$ cat src/rtl/adc_pkg.sv
// Constants shared with the ADC behavioural model and the capture FSM encoding.
package adc_pkg;

    localparam int ADC_DATA_W   = 10;
    localparam int ADC_PIPE_LAT = 6;

    typedef enum logic [1:0] {
        IDLE    = 2'd0,
        DELAY   = 2'd1,
        CAPTURE = 2'd2,
        FINISH  = 2'd3
    } adc_cap_state_t;

endpackage

$ cat src/rtl/adc_capture.sv
// Acquisition front end: registers the ADC bus, waits out the ADC pipeline latency
// after a start request and writes a (optionally decimated) burst into the sample RAM.
module adc_capture
    import adc_pkg::*;
#(
    parameter int DATA_W  = ADC_DATA_W,
    parameter int ADDR_W  = 13,
    parameter int ADC_LAT = ADC_PIPE_LAT,
    parameter int DEC_W   = 4
) (
    input  logic              clk,
    input  logic              rst,
    input  logic [DATA_W-1:0] adc_data,
    input  logic              start,
    input  logic              abort,
    input  logic [ADDR_W:0]   len,
    input  logic [DEC_W-1:0]  dec,
    output logic              mem_we,
    output logic [ADDR_W-1:0] mem_addr,
    output logic [DATA_W-1:0] mem_data,
    output logic              busy,
    output logic              done,
    output adc_cap_state_t    dbg_state
);

    localparam int AW1   = ADDR_W + 1;
    localparam int DLY_W = (ADC_LAT > 1) ? $clog2(ADC_LAT) : 1;

    localparam logic [DLY_W-1:0] DLY_LOAD = DLY_W'(ADC_LAT - 1);
    localparam logic [DLY_W-1:0] DLY_ONE  = DLY_W'(1);
    localparam logic [DEC_W-1:0] DEC_ONE  = DEC_W'(1);
    localparam logic [AW1-1:0]   ADDR_ONE = AW1'(1);

    adc_cap_state_t    state;
    logic [DATA_W-1:0] adc_q;
    logic [DLY_W-1:0]  dly_cnt;
    logic [DEC_W-1:0]  dec_cnt;
    logic [DEC_W-1:0]  dec_l;
    logic [ADDR_W:0]   len_l;
    logic [ADDR_W:0]   addr_cnt;
    logic [ADDR_W:0]   addr_nxt;

    assign addr_nxt  = addr_cnt + ADDR_ONE;
    assign dbg_state = state;

    always_ff @(posedge clk) begin
        if (rst) begin
            adc_q <= '0;
        end else begin
            adc_q <= adc_data;
        end
    end

    // Protocol: start is a one-shot request taken only in IDLE (abort wins if both
    // are high); mem_we/mem_addr/mem_data form a write strobe with no backpressure.
    always_ff @(posedge clk) begin
        if (rst) begin
            state    <= IDLE;
            dly_cnt  <= '0;
            dec_cnt  <= '0;
            dec_l    <= '0;
            len_l    <= '0;
            addr_cnt <= '0;
            mem_we   <= 1'b0;
            mem_addr <= '0;
            mem_data <= '0;
            busy     <= 1'b0;
            done     <= 1'b0;
        end else begin
            mem_we <= 1'b0;
            done   <= 1'b0;
            case (state)
                IDLE: begin
                    if (start && !abort) begin
                        len_l    <= len;
                        dec_l    <= dec;
                        addr_cnt <= '0;
                        dec_cnt  <= '0;
                        dly_cnt  <= DLY_LOAD;
                        busy     <= 1'b1;
                        state    <= (len == '0) ? FINISH : DELAY;
                    end
                end
                DELAY: begin
                    if (abort) begin
                        busy  <= 1'b0;
                        state <= IDLE;
                    end else if (dly_cnt == '0) begin
                        state <= CAPTURE;
                    end else begin
                        dly_cnt <= dly_cnt - DLY_ONE;
                    end
                end
                CAPTURE: begin
                    if (abort) begin
                        busy  <= 1'b0;
                        state <= IDLE;
                    end else begin
                        dec_cnt <= (dec_cnt == dec_l) ? '0 : dec_cnt + DEC_ONE;
                        // Only the first sample of each decimation window is stored.
                        if (dec_cnt == '0) begin
                            mem_we   <= 1'b1;
                            mem_addr <= addr_cnt[ADDR_W-1:0];
                            mem_data <= adc_q;
                            addr_cnt <= addr_nxt;
                            if (addr_nxt == len_l) begin
                                state <= FINISH;
                            end
                        end
                    end
                end
                FINISH: begin
                    busy  <= 1'b0;
                    done  <= !abort;
                    state <= IDLE;
                end
                default: begin
                    busy  <= 1'b0;
                    state <= IDLE;
                end
            endcase
        end
    end

endmodule
$ cat config.mk
export PLATFORM = sky130hd
export DESIGN_NAME = adc_capture
export DESIGN_NICKNAME = d
export VERILOG_FILES = /design/src/rtl/adc_pkg.sv /design/src/rtl/adc_capture.sv
export SDC_FILE = /design/constraint.sdc
export NUM_CORES = 1
export LEC_CHECK = 0
export CAP_MARGIN = 10
export CORE_ASPECT_RATIO = 0.75
export CORE_MARGIN = 1
export CORE_UTILIZATION = 55
export DETAILED_ROUTE_END_ITERATION = 10
export DONT_BUFFER_PORTS = 1
export GPL_TIMING_DRIVEN = 0
export PLACE_DENSITY = 0.75
export SETUP_SLACK_MARGIN = 0.5
export SLEW_MARGIN = 20
export SYNTH_ARGS = -nofsm -noshare
export SYNTH_HDL_FRONTEND = slang
export SYNTH_SLANG_ARGS = --single-unit
$ cat constraint.sdc
create_clock -name clk -period 4.21 [get_ports clk]
set_input_delay 0.2105 -clock clk [delete_from_list [all_inputs] [get_ports clk]]
set_output_delay 0.2105 -clock clk [all_outputs]
set_load 0.01 [all_outputs]
### After elaboration in Yosys (flattened, before gate mapping)

Index checks and enable logic that the tools add are counted.

* mux-type cells: 24
* reductions and logical operators: 18
* equal/unequal tests: 14
* bitwise logic cells: 3
* add/subtract/negate cells: 3

Operators with widths (count)
* $mux W14: 3
* $pmux W14 S2: 1
* $add A14 B1 Y14 const B: 1
* $eq A14 B14 Y1: 1
* $logic_not A14 Y1: 1
* $mux W2: 7
* $mux W4: 3
* $reduce_and A4 Y1: 3
* $ne A2 B2 Y1 const B: 5
* $mux W3: 3
* $ne A3 B3 Y1 const B: 3
* $pmux W2 S4: 1
* $pmux W4 S2: 1
* $pmux W3 S2: 1
* $reduce_and A3 Y1: 2
* $add A4 B1 Y4 const B: 1
* $eq A2 B2 Y1 const B: 2
* $eq A4 B4 Y1: 1
* $logic_not A4 Y1: 1
* $reduce_and A2 Y1: 2
* $reduce_bool A2 Y1: 2
* $reduce_or A2 Y1: 2
* $logic_not A3 Y1: 1
* $mux W1: 3
* 9 further kinds: 11

* output and inout bits: 28
* logic and storage cells: 74
* register bits after elaboration: 77
* input port bits: 32

### Longest topological paths before layout

Gate-level depths: netlist of the first run.

* depth after elaboration: 6
* mapped depth: 10
* gate-level depth less buffers: 9

### Least setup slack after synthesis of the first run

No wires, ideal clock.

* path type: reg-to-reg
* start point: register state[1] (netlist: dbg_state[1])
* end point: register state[0] (netlist: dbg_state[0])
* path buffers: 0
* arrival: 1907 ps
* clock period less this slack: 2039 ps
* stages on the path, launching flop included: 10
* setup time: 133 ps
* required time: 4077 ps
* path slack: 2171 ps
* path through: dfxtp_1 -> inv_1 -> ha_1 -> inv_1 -> o32ai_1 -> nor4_2 -> o311ai_1 -> nor4_4 -> a21o_1 -> a211oi_2

* longest elaborated chain between the ends: 3
* elaborated cells on any way between the ends: 10
* those cells by class: eq/ne: 7; mux: 1; reduce/logical: 2

Ends and longest elaborated chain
* start, declared: line adc_capture.sv:34 `adc_cap_state_t state;`
* start signal, assigned: line adc_capture.sv:81 `state <= (len == '0) ? FINISH : DELAY;`
* $eq A2 B2 Y1, or another cell as far along: line adc_capture.sv:72 `case (state)`
* $ne A3 B3 Y1 (no source line) / $ne A2 B2 Y1 (equally long branches)
* $reduce_and A4 Y1 (no source line)

Parallel ways exist; a longest one is shown, timed or not.
A chain may end at the register's enable or synchronous reset.

### Final worst setup path of the first run

* start point: register state[1] (netlist: dbg_state[1])
* end point: register addr_cnt[12]

* longest elaborated chain between the ends: 3
* elaborated cells on any way between the ends: 8
* those cells by class: eq/ne: 4; mux: 1; reduce/logical: 3

Ends and longest elaborated chain
* $eq A2 B2 Y1 / $logic_not A2 Y1 (equally long branches): line adc_capture.sv:72
* $ne A2 B2 Y1 (no source line) / $reduce_bool A2 Y1 (equally long branches)
* $reduce_and A4 Y1 (no source line)
* end signal, assigned: line adc_capture.sv:105 `addr_cnt <= addr_nxt;`
* end, declared: line adc_capture.sv:40 `logic [ADDR_W:0] addr_cnt;`

Parallel ways exist; a longest one is shown, timed or not.

==> results of run 1 <==
through the flow:
| stage | cell area [µm²] | total power [W] |
|---|---|---|
| 2_1_floorplan | 3600 | 0.00122 |
| 3_3_place_gp | 3700 | 0.00132 |
| 3_5_place_dp | 3700 | 0.00134 |
| 4_1_cts | 4170 | 0.00193 |
| 5_1_grt | 4180 | 0.00205 |
| 6_report | 4180 | 0.00193 |
Yosys cell counts (4+ instances only):
master | instances | area share [%]
a21oi_1 | 62 | 8.6
a31oi_1 | 4 | 0.70
and2_1 | 4 | 0.70
and3_1 | 6 | 1.0
buf_2 | 8 | 1.1
clkbuf_1 | 16 | 1.7
dfxtp_1 | 77 | 43
ha_1 | 9 | 3.1
inv_1 | 12 | 1.3
nand2_1 | 102 | 11
nand3_1 | 8 | 1.1
nand4_1 | 4 | 0.70
nor2_1 | 26 | 2.7
nor2b_1 | 15 | 2.6
nor3_1 | 8 | 1.1
nor4_1 | 6 | 1.0
o21ai_0 | 20 | 2.8
xnor2_1 | 17 | 4.1
xor2_1 | 6 | 1.5
metal layers:
layer / GRT usage, % / up-vias / routed length, µm
met3: 8.81 / 13 / 793
li1: - / 1616 / -
met5: 0 / - / 0
met2: 41.8 / 142 / 3870
met4: 6.14 / 0 / 107
met1: 37.7 / 1534 / 3950
flip-flops by register name, summed over array words and instances (netlist names), 2 cells and up:
name,count
adc_q,10
dbg_state,2
dec_cnt,4
mem_addr,13
dly_cnt,3
dec_l,4
addr_cnt,14
mem_data,10
len_l,14
cell type report:
| class | count | area, µm² | area share (%) |
|---|---|---|---|
| sequential | 77 | 1540 | 36.9 |
| timing repair buffer | 27 | 270 | 6.47 |
| clock buffer | 9 | 124 | 2.96 |
| clock inverter | 7 | 82.6 | 1.98 |
| inverter | 12 | 45.0 | 1.08 |
| multi-input combinational | 338 | 1900 | 45.4 |
| buffer | 26 | 115 | 2.76 |
| tap | 81 | 101 | 2.43 |
worst register-to-register path: stages, from the launching register on:
cell and delay, ps:
dfxtp_1 470, ha_1 300, nor2b_1 330, nand3_1 400
a21oi_1 720, a31oi_1 180, a311oi_1 290
logic make-up after synthesis:
group | synth area share (%)
and+or+nand+nor | 26.0
AOI/OAI and AO/OA | 17.0
DFF | 42.8
buffers and inverters | 4.45
xor gates and xnor gates | 6.05
adders and majority gates | 3.13
muxes | 0.556
path summary, 6_finish.rpt:
| path | startpoint | endpoint | depth (start not counted) |
|---|---|---|---|
| setup reg to reg | dbg_state[1] | addr_cnt[12] | 6 |
| setup / recovery | dbg_state[1] | addr_cnt[12] | 6 |
| hold / removal | len[0] | len_l[0] | 2 |
| hold reg to reg | adc_q[8] | mem_data[8] | 2 |
power by group through the flow:
stage	clock [W]	combinational, W	sequential, W
floorplan	0	0.000375	0.000848
global placement	0	0.000464	0.000860
detailed placement	0	0.000478	0.000862
CTS	0.000584	0.000500	0.000845
global route	0.000618	0.000573	0.000856
finish	0.000573	0.000516	0.000845
==> results.txt, run 1 <==
The library cell used most frequently in the layout, excluding fill and tap cells, is nand2_1. The layout cell share with drive strength beyond 1 came out at 7.06%. Final clock period utilization by the worst path: 66.3%. The logs give 0 for the initial antenna violation count and 50.5% for the worst max-slew margin expressed relative to the limit. The maximum fanout encountered on the critical timing path is 8, and the count of buffer and inverter cells on the critical path is 0. For this run, the post-layout net count is 532. Global routing used 27.3% of the available tracks across all layers.

The tools report the number of vias after detailed routing as 3305. The synthesized instance count was 453. Number of setup buffers added after CTS: 0. The boundary pin count is 60. The run gives 3025 as the via count of the first global-routing pass.

The worst setup path is launched from a flop. Among cell families on the critical path, the largest total delay comes from compound AO/OA/AOI/OAI gates. The floorplan step set the die width to 95.4 µm.

For the post-synthesis sequential area ratio, the log shows 42.8%. On the worst path, the slowest cell contributes a delay of 720 ps. The clock net in this run drives a total of 77 sinks. In the final routed layout, each cell accounts on average for 15.1 µm. Summed over all layers, the global routing overflow is 0.

The post-synthesis async set-or-reset flop share is 0%, and the level count of the clock H-tree is 3. For the worst setup path, the data arrival time is 3050 ps. Walking the worst path, the cells encountered are ha_1, nor2b_1, nand3_1, a21oi_1, a31oi_1, a311oi_1. In the layout the commonest cells are 102 x nand2_1, 77 x dfxtp_1, 62 x a21oi_1. The maximum number of pins on one net before global-route repair is 16, and the y dimension of the die is 72.1 µm. For the number of maximum-capacitance constraint violations, the log shows 0.

The run gives 2 as the largest buffer count on any clock path. The tools report the kind of end point of the critical path as a flop. The run gives 4470 ps as the required time of the critical path. For the pin with the worst max-slew slack, the measured transition is 743 ps. The internal power of the cells totals 0.00126 W. Relative to the synthesized area, the layout overhead comes to 16.1%. Across all setup checks in the final design, the least slack found is 1420 ps. The final-report max-slew violation count came out at 0. The run gives 0 as the remaining number of nets flagged by the antenna check after routing.

After the first detailed-routing iteration, the DRC count stood at 221. 0 antenna diodes ended up in the layout. The HPWL after detailed placement is 6080 µm.

In this run switching power makes up 35.0% of total power. Port buffering added 0 buffers. Final hold analysis gives a worst-case slack of 25.3 ps. For the number of buffers created by CTS, the log shows 9.

The internal reg-to-reg setup slack came out at 1420 ps. The tree is rooted in a clkbuf_8. The class of the tightest hold or removal check is in -> reg. For the share of power burned in registers, the log shows 43.7%. For this run, the detailed router's first-pass iteration total came to 5. After synthesis the netlist holds a flip-flop and latch count of 77. Setup repair after global routing left no endpoint under its margin. The shortest clock period the worst path allows after layout came out at 2790 ps. The Yosys step of the flow raised 0 warnings. The run gives 8720 µm as the final wirelength.

Counting flops with a built-in enable in the synthesized netlist gives 0. The tools report the setup slack after placement as 1550 ps. For the clock latency on the worst-skew pair, the log shows 360 ps.

The logs give 0 ps for the total negative slack and 0 for the count of final hold-check violations. The combinational group share of total power is 26.7%, and the number of gates resized after CTS is 0. Clock-pin slew was measured on the worst setup and hold paths at 90 ps.

The most frequently used flop master after synthesis is dfxtp_1. For the global-route wire length before repair, the log shows 14300 µm. TritonCTS built the clock tree.

The flow ran to the end, and the final reports show no timing, DRC or antenna violations. The tools report the final estimated routing congestion in global placement as 0.892. Once the floorplan was initialized, standard cells occupied 57.0% of the core. In the routed layout, each cell is associated on average with a via count of 5.73. Once layout is complete, the cells apart from fillers number 577. The core region is 6320 µm². Based on the critical path, the design can be clocked at up to 0.358 GHz.

VDD sags by at most 263 µV. The run gives 49 as the distinct cell type count after synthesis. Counting the fill cells in the layout gives 542. After detailed placement, the design holds a cell count of 534.

The kind of critical path is reg -> reg. For this design the ratio of total power to cell area is 463 nW/µm². Setup violations remaining at the end of the flow were counted as 0. The post-synthesis net count was 494; the number of hold buffers added after cts was 26. Once layout is complete, the utilization of the core stands at 66.1%. On the final layout, the worst clock skew is 9.50 ps.

Net load switching power: 0.000676 W. After detailed routing, the number of remaining DRC violations is 0. The die covers 6880 µm². On the critical path, the stage with the largest delay is an instance of a21oi_1. For the clock power share, the log shows 29.6%.

The synthesized area divided by synthesized cell count was 7.95 µm²; the area of the mapped netlist was 3600 µm². After floorplanning, the core was divided into 25 placement rows. For the leakage power of the design, the log shows 1.49 nW.
Power figures use the tool's default switching activity.
==> inputs of run 2 (changes only) <==
clock period = 2.66 ns   (was 4.21 ns; I/O delays follow)
==> run 2 against run 1 <==
Against the previous run: flip-flop and latch count unchanged; critical path type unchanged; die area stayed put; hold slack improved by 66 ps.
==> results.txt, run 2 (same netlist as run 1, synthesis figures left out) <==
The run finished with clean final reports. The initial antenna violation count is 0 (unchanged), and the remaining number of nets flagged by the antenna check after routing is 0 (unchanged). The final estimated routing congestion in global placement came out at 0.892 (unchanged). The tools report the level count of the clock H-tree as 3 (unchanged). The largest registers in the layout are addr_cnt (14), len_l (14), mem_addr (13). The pin slew with the least headroom to its limit came out at 633 ps (-109 ps). The root buffer cell is clkbuf_8. The worst setup path is of the reg -> reg kind. For the cell area after layout, the log shows 4570 µm² (+9.3%). The tools report the required time of the critical path as 2880 ps (-1590 ps). DRC marker count from the first detailed-route iteration: 283 (+28%). The tools report the number of failing setup endpoints in the final timing report as 0 (unchanged). The largest buffer count on any clock path was 2 (unchanged). The clock latency on the worst-skew pair was 360 ps (about the same); the post-detailed-placement half-perimeter wirelength was 6080 µm (unchanged). Setup repair after global routing could not meet its margin everywhere. The y dimension of the die works out to 72.1 µm (unchanged). The antenna diode instance count is 0 (unchanged), and the number of vias after detailed routing is 3490 (+5.6%). The maximum fanout encountered on the critical timing path is 3 (-5), and the met2 global-route usage is 44.3% (+2.5 points).

For the count of final hold-check violations, the log shows 0 (unchanged). The global routing stage identified its most utilized layer as met2. For the core region area, the log shows 6320 µm² (unchanged).

For the arrival time of the worst setup path, the log shows 2390 ps (-660 ps). Relative to the synthesized area, the layout overhead comes to 26.9%. For the placed standard-cell area, the log shows 3700 µm² (unchanged).

The overall track demand over capacity in global routing is 28.4% (+1.1 points), and the number of DRC violations after detailed routing is 0 (unchanged). Number of detailed-route iterations in the first pass: 5 (unchanged). Global-route track usage on met3: 9.01% (+0.21 points). The final clock period utilization by the worst path was 81.6% (+15 points); the total power was 0.00342 W (+77%). The worst-case vdd ir drop came out at 430 µV (+63%).

The most common library cell in the layout ignoring fill and taps is nand2_1. Clock transition at the register clock pins on the worst setup and hold paths after CTS: 90 ps (about the same). The number of maximum-capacitance constraint violations is 0 (unchanged). The class of the tightest hold or removal check is in -> reg. The power per cell area works out to 749 nW/µm² (+62%). TritonCTS built the clock tree. The count of standard-cell rows was 25 (unchanged).

Number of buffers added on ports: 0 (unchanged). The global-route wire length before repair was 14800 µm (+3.4%); the total negative slack was 0 ps (unchanged). The via count of the first global-routing pass is 3117 (+3.0%), and the boundary pin count is 60 (unchanged). The shortest clock period the worst path allows after layout is 2170 ps (-622 ps). The tools report the final-report max-slew violation count as 0 (unchanged). In the layout the commonest cells are 101 x nand2_1, 70 x dfxtp_1, 61 x a21oi_1.

The tools report the starting density of the core as 57.0% (unchanged). The maximum frequency from static timing analysis is 0.461 GHz (+29%), and the total die area is 6880 µm² (unchanged). The post-detailed-route wirelength per cell works out to 16.7 µm (+11%).

STA classifies the critical path startpoint as a flop. The worst-case clock skew was 7.67 ps (-1.83 ps); the final wirelength was 9920 µm (+14%). The tools report the number of buffers created by CTS as 9 (unchanged).

The routed via count divided by cell count came out at 5.89 (+2.7%). The layout cell share with drive strength beyond 1 was 17.6% (+11 points); the number of clock sinks was 77 (unchanged). The maximum number of pins on one net before global-route repair came out at 16 (unchanged). The leakage power of the design is 1.63 nW (+9.7%), and the worst max-slew margin expressed relative to the limit is 57.8% (+7.3 points).

The die extent in x is 95.4 µm (unchanged), and the leftover overflow at the end of global routing is 0 (unchanged). The number of nets in the finished design came out at 548 (+3.0%). The worst setup path is captured at a flop. The met1 track demand over resource in global routing came out at 38.0% (+0.25 points).
==> run 2: routing by layer <==
| layer | up-vias | wire [µm] |
|---|---|---|
| met5 | - | 0 |
| met4 | 0 | 283 |
| met3 | 31 | 1010 |
| met2 | 208 | 4550 |
| met1 | 1606 | 4080 |
| li1 | 1645 | - |
==> run 2: power breakdown <==
| part | internal, W | switching, W |
|---|---|---|
| clock network | 0.000448 | 0.000470 |
| registers | 0.00125 | 0.000109 |
| logic | 0.000479 | 0.000657 |
| total | 0.00218 | 0.00124 |
==> run 2: cell type report <==
cell class / count / area, µm²
multi-input combinational: 338 / 2110
fill: 468 / 1750
buffer: 26 / 131
inverter: 12 / 57.6
clock inverter: 7 / 82.6
sequential: 77 / 1560
clock buffer: 9 / 124
tap: 81 / 101
timing repair buffer: 43 / 400
==> run 2: worst max-delay path: stages, from the launching register on <==
cell,delay [ps]
dfxtp_4,360
inv_4,60
ha_4,120
nor2b_4,170
o32ai_4,130
nor4_4,350
o311ai_2,180
nor4_4,390
a21o_1,200
a211oi_2,70
==> run 2: through the flow <==
| step | hold WS (ps) | util [%] | setup slack (ps) | std cells |
|---|---|---|---|---|
| after global placement | 262 | 58.6 | 45.9 | 534 |
| after detailed placement | 267 | 58.6 | 4.55 | 534 |
| after floorplan | 261 | - | 621 | 453 |
| after global routing | 123 | 72.3 | 426 | 593 |
| final | 91.4 | 72.3 | 490 | 593 |
| after CTS | 85.7 | 68.1 | 513 | 580 |
==> run 2: final timing paths <==
check | from | endpoint | slack, ps | depth (start not counted)
worst max register to register | dly_cnt[0] | dbg_state[0] | 490 | 9
worst max-delay path | dly_cnt[0] | dbg_state[0] | 490 | 9
worst min-delay path | start | dly_cnt[1] | 90 | 4
worst min register to register | adc_q[8] | mem_data[8] | 440 | 2
==> run 2: timing repair <==
action	in CTS	in global routing
pin swaps	8	9
hold buffers	28	0
endpoints found under the setup margin	36	36
buffers inserted	2	13
hold endpoints to repair	28	0
resized for setup	25	49
